<file path="src/rtl/irq_pkg.sv">
// Shared types and register map for the external interrupt arbiter.
package irq_pkg;

    typedef enum logic [1:0] {IRQ_IDLE, IRQ_ARMED, IRQ_SERVICE} irq_state;

    localparam logic [1:0] CFG_ENABLE  = 2'd0;
    localparam logic [1:0] CFG_EDGE    = 2'd1;
    localparam logic [1:0] CFG_PENDING = 2'd2;
    localparam logic [1:0] CFG_INSVC   = 2'd3;

    localparam logic [3:0] VEC_NONE = 4'h0;

endpackage

</file>
<file path="src/rtl/irq_gateway.sv">
// Per-source gateway: input synchronizer, edge detect and pending bit
// with claim / write-1-to-clear in edge mode.
module irq_gateway #(
    parameter int SYNC_STAGES = 2
) (
    input  logic i_clk,
    input  logic i_rst_n,
    input  logic irq,
    input  logic edge_mode,
    input  logic claim_clr,
    input  logic w1c_clr,
    output logic pending
);

    logic [SYNC_STAGES-1:0] sync_q;
    logic                   synced;
    logic                   synced_d;

    assign synced = sync_q[SYNC_STAGES-1];

    // In edge mode a new rising edge wins over a same-cycle clear.
    always_ff @(posedge i_clk or negedge i_rst_n) begin
        if (!i_rst_n) begin
            sync_q   <= '0;
            synced_d <= 1'b0;
            pending  <= 1'b0;
        end else begin
            sync_q   <= {sync_q[SYNC_STAGES-2:0], irq};
            synced_d <= synced;
            if (edge_mode) begin
                if (synced && !synced_d)
                    pending <= 1'b1;
                else if (claim_clr || w1c_clr)
                    pending <= 1'b0;
            end else begin
                pending <= synced;
            end
        end
    end

endmodule

</file>
<file path="src/rtl/ext_irq_arbiter.sv">
// External interrupt arbiter: fixed-priority selection of N_SRC gated
// sources into one meip request with a claim/complete service handshake.
module ext_irq_arbiter
    import irq_pkg::*;
#(
    parameter int N_SRC       = 8,
    parameter int SYNC_STAGES = 2
) (
    input  logic             i_clk,
    input  logic             i_rst_n,
    input  logic [N_SRC-1:0] i_irq,
    input  logic             i_cfg_we,
    input  logic [1:0]       i_cfg_addr,
    input  logic [N_SRC-1:0] i_cfg_wdata,
    output logic [N_SRC-1:0] o_cfg_rdata,
    input  logic             i_claim,
    input  logic             i_complete,
    output logic             o_meip,
    output logic [3:0]       o_vecto_no,
    output logic             o_busy
);

    if (N_SRC < 1 || N_SRC > 15) begin : g_bad_n_src
        $error("ext_irq_arbiter: N_SRC must be in 1..15 for 4-bit vectors");
    end
    if (SYNC_STAGES < 2) begin : g_bad_sync
        $error("ext_irq_arbiter: SYNC_STAGES must be at least 2");
    end

    irq_state         state;
    logic [N_SRC-1:0] enable;
    logic [N_SRC-1:0] edge_mode;
    logic [N_SRC-1:0] pending;
    logic [N_SRC-1:0] eligible;
    logic [3:0]       in_service_id;
    logic [3:0]       winner;
    logic             claim_take;
    logic             w1c_we;

    assign claim_take = (state == IRQ_ARMED) && i_claim;
    assign w1c_we     = i_cfg_we && (i_cfg_addr == CFG_PENDING);

    for (genvar i = 0; i < N_SRC; i++) begin : g_src
        irq_gateway #(.SYNC_STAGES(SYNC_STAGES)) u_gateway (
            .i_clk     (i_clk),
            .i_rst_n   (i_rst_n),
            .irq       (i_irq[i]),
            .edge_mode (edge_mode[i]),
            .claim_clr (claim_take && (o_vecto_no == 4'(i + 1))),
            .w1c_clr   (w1c_we && i_cfg_wdata[i]),
            .pending   (pending[i])
        );
    end

    assign eligible = pending & enable;

    // Source 0 has the highest priority.
    always_comb begin
        winner = VEC_NONE;
        for (int i = N_SRC - 1; i >= 0; i--) begin
            if (eligible[i])
                winner = 4'(i + 1);
        end
    end

    always_ff @(posedge i_clk or negedge i_rst_n) begin
        if (!i_rst_n) begin
            enable    <= '0;
            edge_mode <= '0;
        end else if (i_cfg_we) begin
            if (i_cfg_addr == CFG_ENABLE)
                enable <= i_cfg_wdata;
            if (i_cfg_addr == CFG_EDGE)
                edge_mode <= i_cfg_wdata;
        end
    end

    always_comb begin
        o_cfg_rdata = '0;
        case (i_cfg_addr)
            CFG_ENABLE:  o_cfg_rdata = enable;
            CFG_EDGE:    o_cfg_rdata = edge_mode;
            CFG_PENDING: o_cfg_rdata = pending;
            CFG_INSVC:   o_cfg_rdata = N_SRC'(in_service_id);
            default:     o_cfg_rdata = '0;
        endcase
    end

    // A claim in ARMED takes precedence over eligibility dropping that cycle.
    always_ff @(posedge i_clk or negedge i_rst_n) begin
        if (!i_rst_n) begin
            state         <= IRQ_IDLE;
            o_meip        <= 1'b0;
            o_vecto_no    <= VEC_NONE;
            o_busy        <= 1'b0;
            in_service_id <= VEC_NONE;
        end else begin
            case (state)
                IRQ_IDLE: begin
                    if (eligible != '0) begin
                        state      <= IRQ_ARMED;
                        o_meip     <= 1'b1;
                        o_vecto_no <= winner;
                    end
                end
                IRQ_ARMED: begin
                    if (i_claim) begin
                        state         <= IRQ_SERVICE;
                        in_service_id <= o_vecto_no;
                        o_meip        <= 1'b0;
                        o_vecto_no    <= VEC_NONE;
                        o_busy        <= 1'b1;
                    end else if (eligible == '0) begin
                        state      <= IRQ_IDLE;
                        o_meip     <= 1'b0;
                        o_vecto_no <= VEC_NONE;
                    end else begin
                        o_vecto_no <= winner;
                    end
                end
                IRQ_SERVICE: begin
                    if (i_complete) begin
                        state         <= IRQ_IDLE;
                        o_busy        <= 1'b0;
                        in_service_id <= VEC_NONE;
                    end
                end
                default: begin
                    state      <= IRQ_IDLE;
                    o_meip     <= 1'b0;
                    o_vecto_no <= VEC_NONE;
                    o_busy     <= 1'b0;
                end
            endcase
        end
    end

endmodule

</file>
<file path="config.mk">
export PLATFORM = sky130hd
export DESIGN_NAME = ext_irq_arbiter
export DESIGN_NICKNAME = d
export VERILOG_FILES = /design/src/rtl/irq_pkg.sv /design/src/rtl/irq_gateway.sv /design/src/rtl/ext_irq_arbiter.sv
export SDC_FILE = /design/constraint.sdc
export NUM_CORES = 1
export LEC_CHECK = 0
export CORE_MARGIN = 5
export CORE_UTILIZATION = 53
export DETAILED_ROUTE_END_ITERATION = 10
export GPL_TIMING_DRIVEN = 0
export PLACE_DENSITY = 0.8
export SLEW_MARGIN = 10
export SYNTH_ARGS = -nofsm -noshare
export SYNTH_HDL_FRONTEND = slang
export SYNTH_SLANG_ARGS = --single-unit
</file>
<file path="constraint.sdc">
create_clock -name i_clk -period 2.03 [get_ports i_clk]
set_clock_uncertainty 0.1 [all_clocks]
set_input_delay 0.406 -clock i_clk [delete_from_list [all_inputs] [get_ports i_clk]]
set_output_delay 0.406 -clock i_clk [all_outputs]
set_load 0.005 [all_outputs]
</file>
==> results.sh <==
export IMPL_placedCellCount=285
export IMPL_layout_drive_gt1_share_pct=20.16
export IMPL_drv_slew=0
export IMPL_cp_start_kind="input pin"
export IMPL_ir_worst_vdd_v=0.0005635
export IMPL_gp_congestion=0.8489
export IMPL_clock_latency_ns=0.33
export IMPL_cp_data_arrival_time_ns=1.49
export IMPL_crit_buf_inv=3
export IMPL_p_sw_mw=1.136
export IMPL_dieArea_sq_mm=0.006133
export IMPL_clk_pin_slew_ns=0.06
export IMPL_cts_tree="yes"
export IMPL_wl_per_cell_microns=17.68
export IMPL_p_clk_share_pct=25.4
export IMPL_first_iter_violations=213
export IMPL_chipWidth_microns=78.32
export IMPL_crit_path_end_kind="primary output"
export IMPL_synth_simple_area_share_pct=11.38
export IMPL_numCtsBuffers=9
export IMPL_dp_hpwl_microns=3673
export IMPL_ys_seq_elements=60
export IMPL_yosysTopAreaCell="dfrtp_1"
export IMPL_die_y_microns=78.32
export IMPL_yosysSeqAreaShare_pct=60.70
export IMPL_synth_distinct_cells=37
export IMPL_post_route_min_period_ns=1.994
export IMPL_io_pins=37
export IMPL_p_int_mw=2.412
export IMPL_grt_start_max_net_pins=61
export IMPL_vias_per_cell=5.813
export IMPL_pwr_share_seq_pct=47.1
export IMPL_synth_edf_count=0
export IMPL_muxShareOfSynthArea_pct=12.70
export IMPL_synth_top_family_by_area="compound AO/OA/AOI/OAI gates"
export IMPL_crit_type="in2out"
export IMPL_syn_to_final_growth_pct=24.79
export IMPL_cp_cell_sequence="dlygate4sd2_1 > buf_6 > mux4_2 > clkdlybuf4s15_1"
export IMPL_portBuffers=36
export IMPL_dominantRegCellSynth="dfrtp_1"
export IMPL_p_sw_share_pct=32.02
export IMPL_status="completed"
export IMPL_post_synth_top_count_cell="dfrtp_1"
export IMPL_hold_path_class="in2async"
export IMPL_cpPeakStageDelay_ns=0.50
export IMPL_hold_viol_final=0
export IMPL_h_tree_depth=3
export IMPL_final_util_pct=69.45
export IMPL_grt_pass1_vias=1732
export IMPL_max_cap_violations=0
export IMPL_syn_area_sq_mm=0.002474
export IMPL_layout_nets=271
export IMPL_synth_fp_nets=220
export IMPL_syn_inst=197
export IMPL_crit_family="buffers and inverters"
export IMPL_cts_hold_buffers=0
export IMPL_cts_buffer_depth=2
export IMPL_grt_usage_pct=19.03
export IMPL_core_sq_mm=0.004444
export IMPL_vias=1773
export IMPL_asyncSetResetFlopFracSynth_pct=100.0
export IMPL_syn_avg_cell_area_sq_um=12.56
export IMPL_synth_compound_gate_area_share_pct=14.01
export IMPL_detail_route_antenna_nets=0
export IMPL_synth_top_cell_area_share_pct=60.70
export IMPL_ys_top_cells_by_count="dfrtp_1 (60), nand2_1 (27), mux2_2 (16)"
export IMPL_start_util_pct=55.66
export IMPL_power_density_mw_per_mm2=1149
export IMPL_grt_first_pass_wirelength_microns=8866
export IMPL_root_buffer="clkbuf_8"
export IMPL_antennaDiodeCount=0
export IMPL_yosysWarningCount=0
export IMPL_cts_sinks=60
export IMPL_routed_wl_microns=5393
export IMPL_instances_no_fill=305
export IMPL_maxSlewHeadroom_pct=50.82
export IMPL_cpMaxStageDelayCell="mux4_2"
export IMPL_leakage_nw=1.372
export IMPL_antenna_found_initial=0
export IMPL_setup_viol=0
export IMPL_synthAdderAreaFrac_pct=0
export IMPL_whs_ns=0.03047
export IMPL_rsz0062_at_grt="no"
export IMPL_firstDrtPassIters=5
export IMPL_path_max_fanout=3
export IMPL_fillCellCount=336
export IMPL_drc=0
export IMPL_overflow=0
export IMPL_max_freq_mhz=501.4
export IMPL_pwr_share_comb_pct=27.5
export IMPL_synth_xor_area_share_pct=0
export IMPL_synthTopCellsByArea="dfrtp_1 (61%), mux2_2 (7.3%), nand2_1 (4.1%), mux4_2 (2.7%), a21oi_1 (2.4%)"
export IMPL_worst_pin_slew_ns=0.7344
export IMPL_period_share_pct=98.24
export IMPL_rows=24
export IMPL_crit_required_ns=1.52
## final timing paths
path	start	endpoint	slack [ns]	cells after the start
worst max-delay path	i_cfg_addr[0]	o_cfg_rdata[3]	0.04	4
worst min-delay path	i_rst_n	o_meip$_DFFE_PN0P_	0.03	1
worst max register to register	enable[2]$_DFFE_PN0P_	o_vecto_no[1]$_DFFE_PN0P_	0.33	5
worst min register to register	g_src[6].u_gateway.sync_q[0]$_DFF_PN0_	g_src[6].u_gateway.sync_q[1]$_DFF_PN0_	0.24	0
max in group asynchronous	i_rst_n	g_src[6].u_gateway.sync_q[0]$_DFF_PN0_	1.30	1
min in group i_clk	g_src[6].u_gateway.sync_q[0]$_DFF_PN0_	g_src[6].u_gateway.sync_q[1]$_DFF_PN0_	0.24	0
## kinds of logic after synthesis
group / Yosys count
AO/OA/AOI/OAI: 50
multiplexers: 24
flip-flops: 60
buffers and inverters: 7
AND/OR/NAND/NOR: 56
## sequential cells by signal (all words and copies together), names as in the netlist
signal,flops
o_busy,1
in_service_id,4
edge_mode,8
o_vecto_no,4
g_src.u_gateway.synced_d,8
state,2
g_src.u_gateway.sync_q,16
enable,8
o_meip,1
g_src.u_gateway.pending,8
## layout make-up
| type | instances | area [sq um] | area share, % |
|---|---|---|---|
| flip-flops and latches | 60 | 1501 | 48.64 |
| multi-input cells | 130 | 945.9 | 30.64 |
| repair buffers | 40 | 369.1 | 11.96 |
| well taps | 52 | 65.06 | 2.108 |
| clock buffers | 14 | 152.6 | 4.945 |
| plain buffers | 5 | 35.03 | 1.135 |
| clock inverters | 2 | 10.01 | 0.3243 |
| inverters | 2 | 7.507 | 0.2432 |
## metrics by stage
stage          TNS, ns  setup WS, ns  instance area (sq um)  power, mW
2_1_floorplan        0        0.3585                   2474      2.216
3_3_place_gp    -96.58        -1.415                   2899      2.628
3_5_place_dp    -12.27       -0.6867                   2897      2.667
4_1_cts              0       0.02038                   3074      3.556
5_1_grt              0     0.0003864                   3087      3.756
6_report             0       0.03563                   3087      3.548
## power by group through the flow
stage,sequential (mW),combinational (mW),clock (mW)
2_1_floorplan,1.61,0.603,0
3_3_place_gp,1.68,0.951,0
3_5_place_dp,1.69,0.982,0
4_1_cts,1.67,0.972,0.918
5_1_grt,1.71,1.07,0.978
6_report,1.67,0.977,0.901
## metal layers
layer	part of all wire (%)	global-route usage, %	vias up
met3	7.6	5.263	9
met1	42	25.36	874
met2	48	29.02	61
met5	0	0	-
li1	-	-	829
met4	2.0	9.091	0
## cell usage in the layout (no fill, tap or decap), drive strengths merged
cell / instances
nand2: 27
mux4: 4
a22o: 3
a41oi: 1
o31ai: 1
a222oi: 1
clkdlybuf4s15: 1
nand3: 4
buf: 11
clkdlybuf4s50: 25
a211oi: 1
dfrtp: 60
o21a: 1
nor3: 3
clkbuf: 16
clkinv: 2
nand3b: 4
a22oi: 2
dlygate4sd2: 6
a41o: 1
a32o: 3
mux2: 16
o21ai: 9
nor3b: 2
a221oi: 5
nor2b: 4
a21o: 5
o22ai: 3
inv: 2
mux2i: 4
a31oi: 1
a21oi: 12
and2: 2
nor2: 10
o32a: 1
## what timing repair did
| item | in CTS | in global routing |
|---|---|---|
| pin swaps | 0 | 1 |
| endpoints found under the setup margin | 16 | 8 |
| buffers inserted | 3 | 1 |
| resized for setup | 28 | 1 |
No activity file was read; power rests on OpenSTA's default activity.
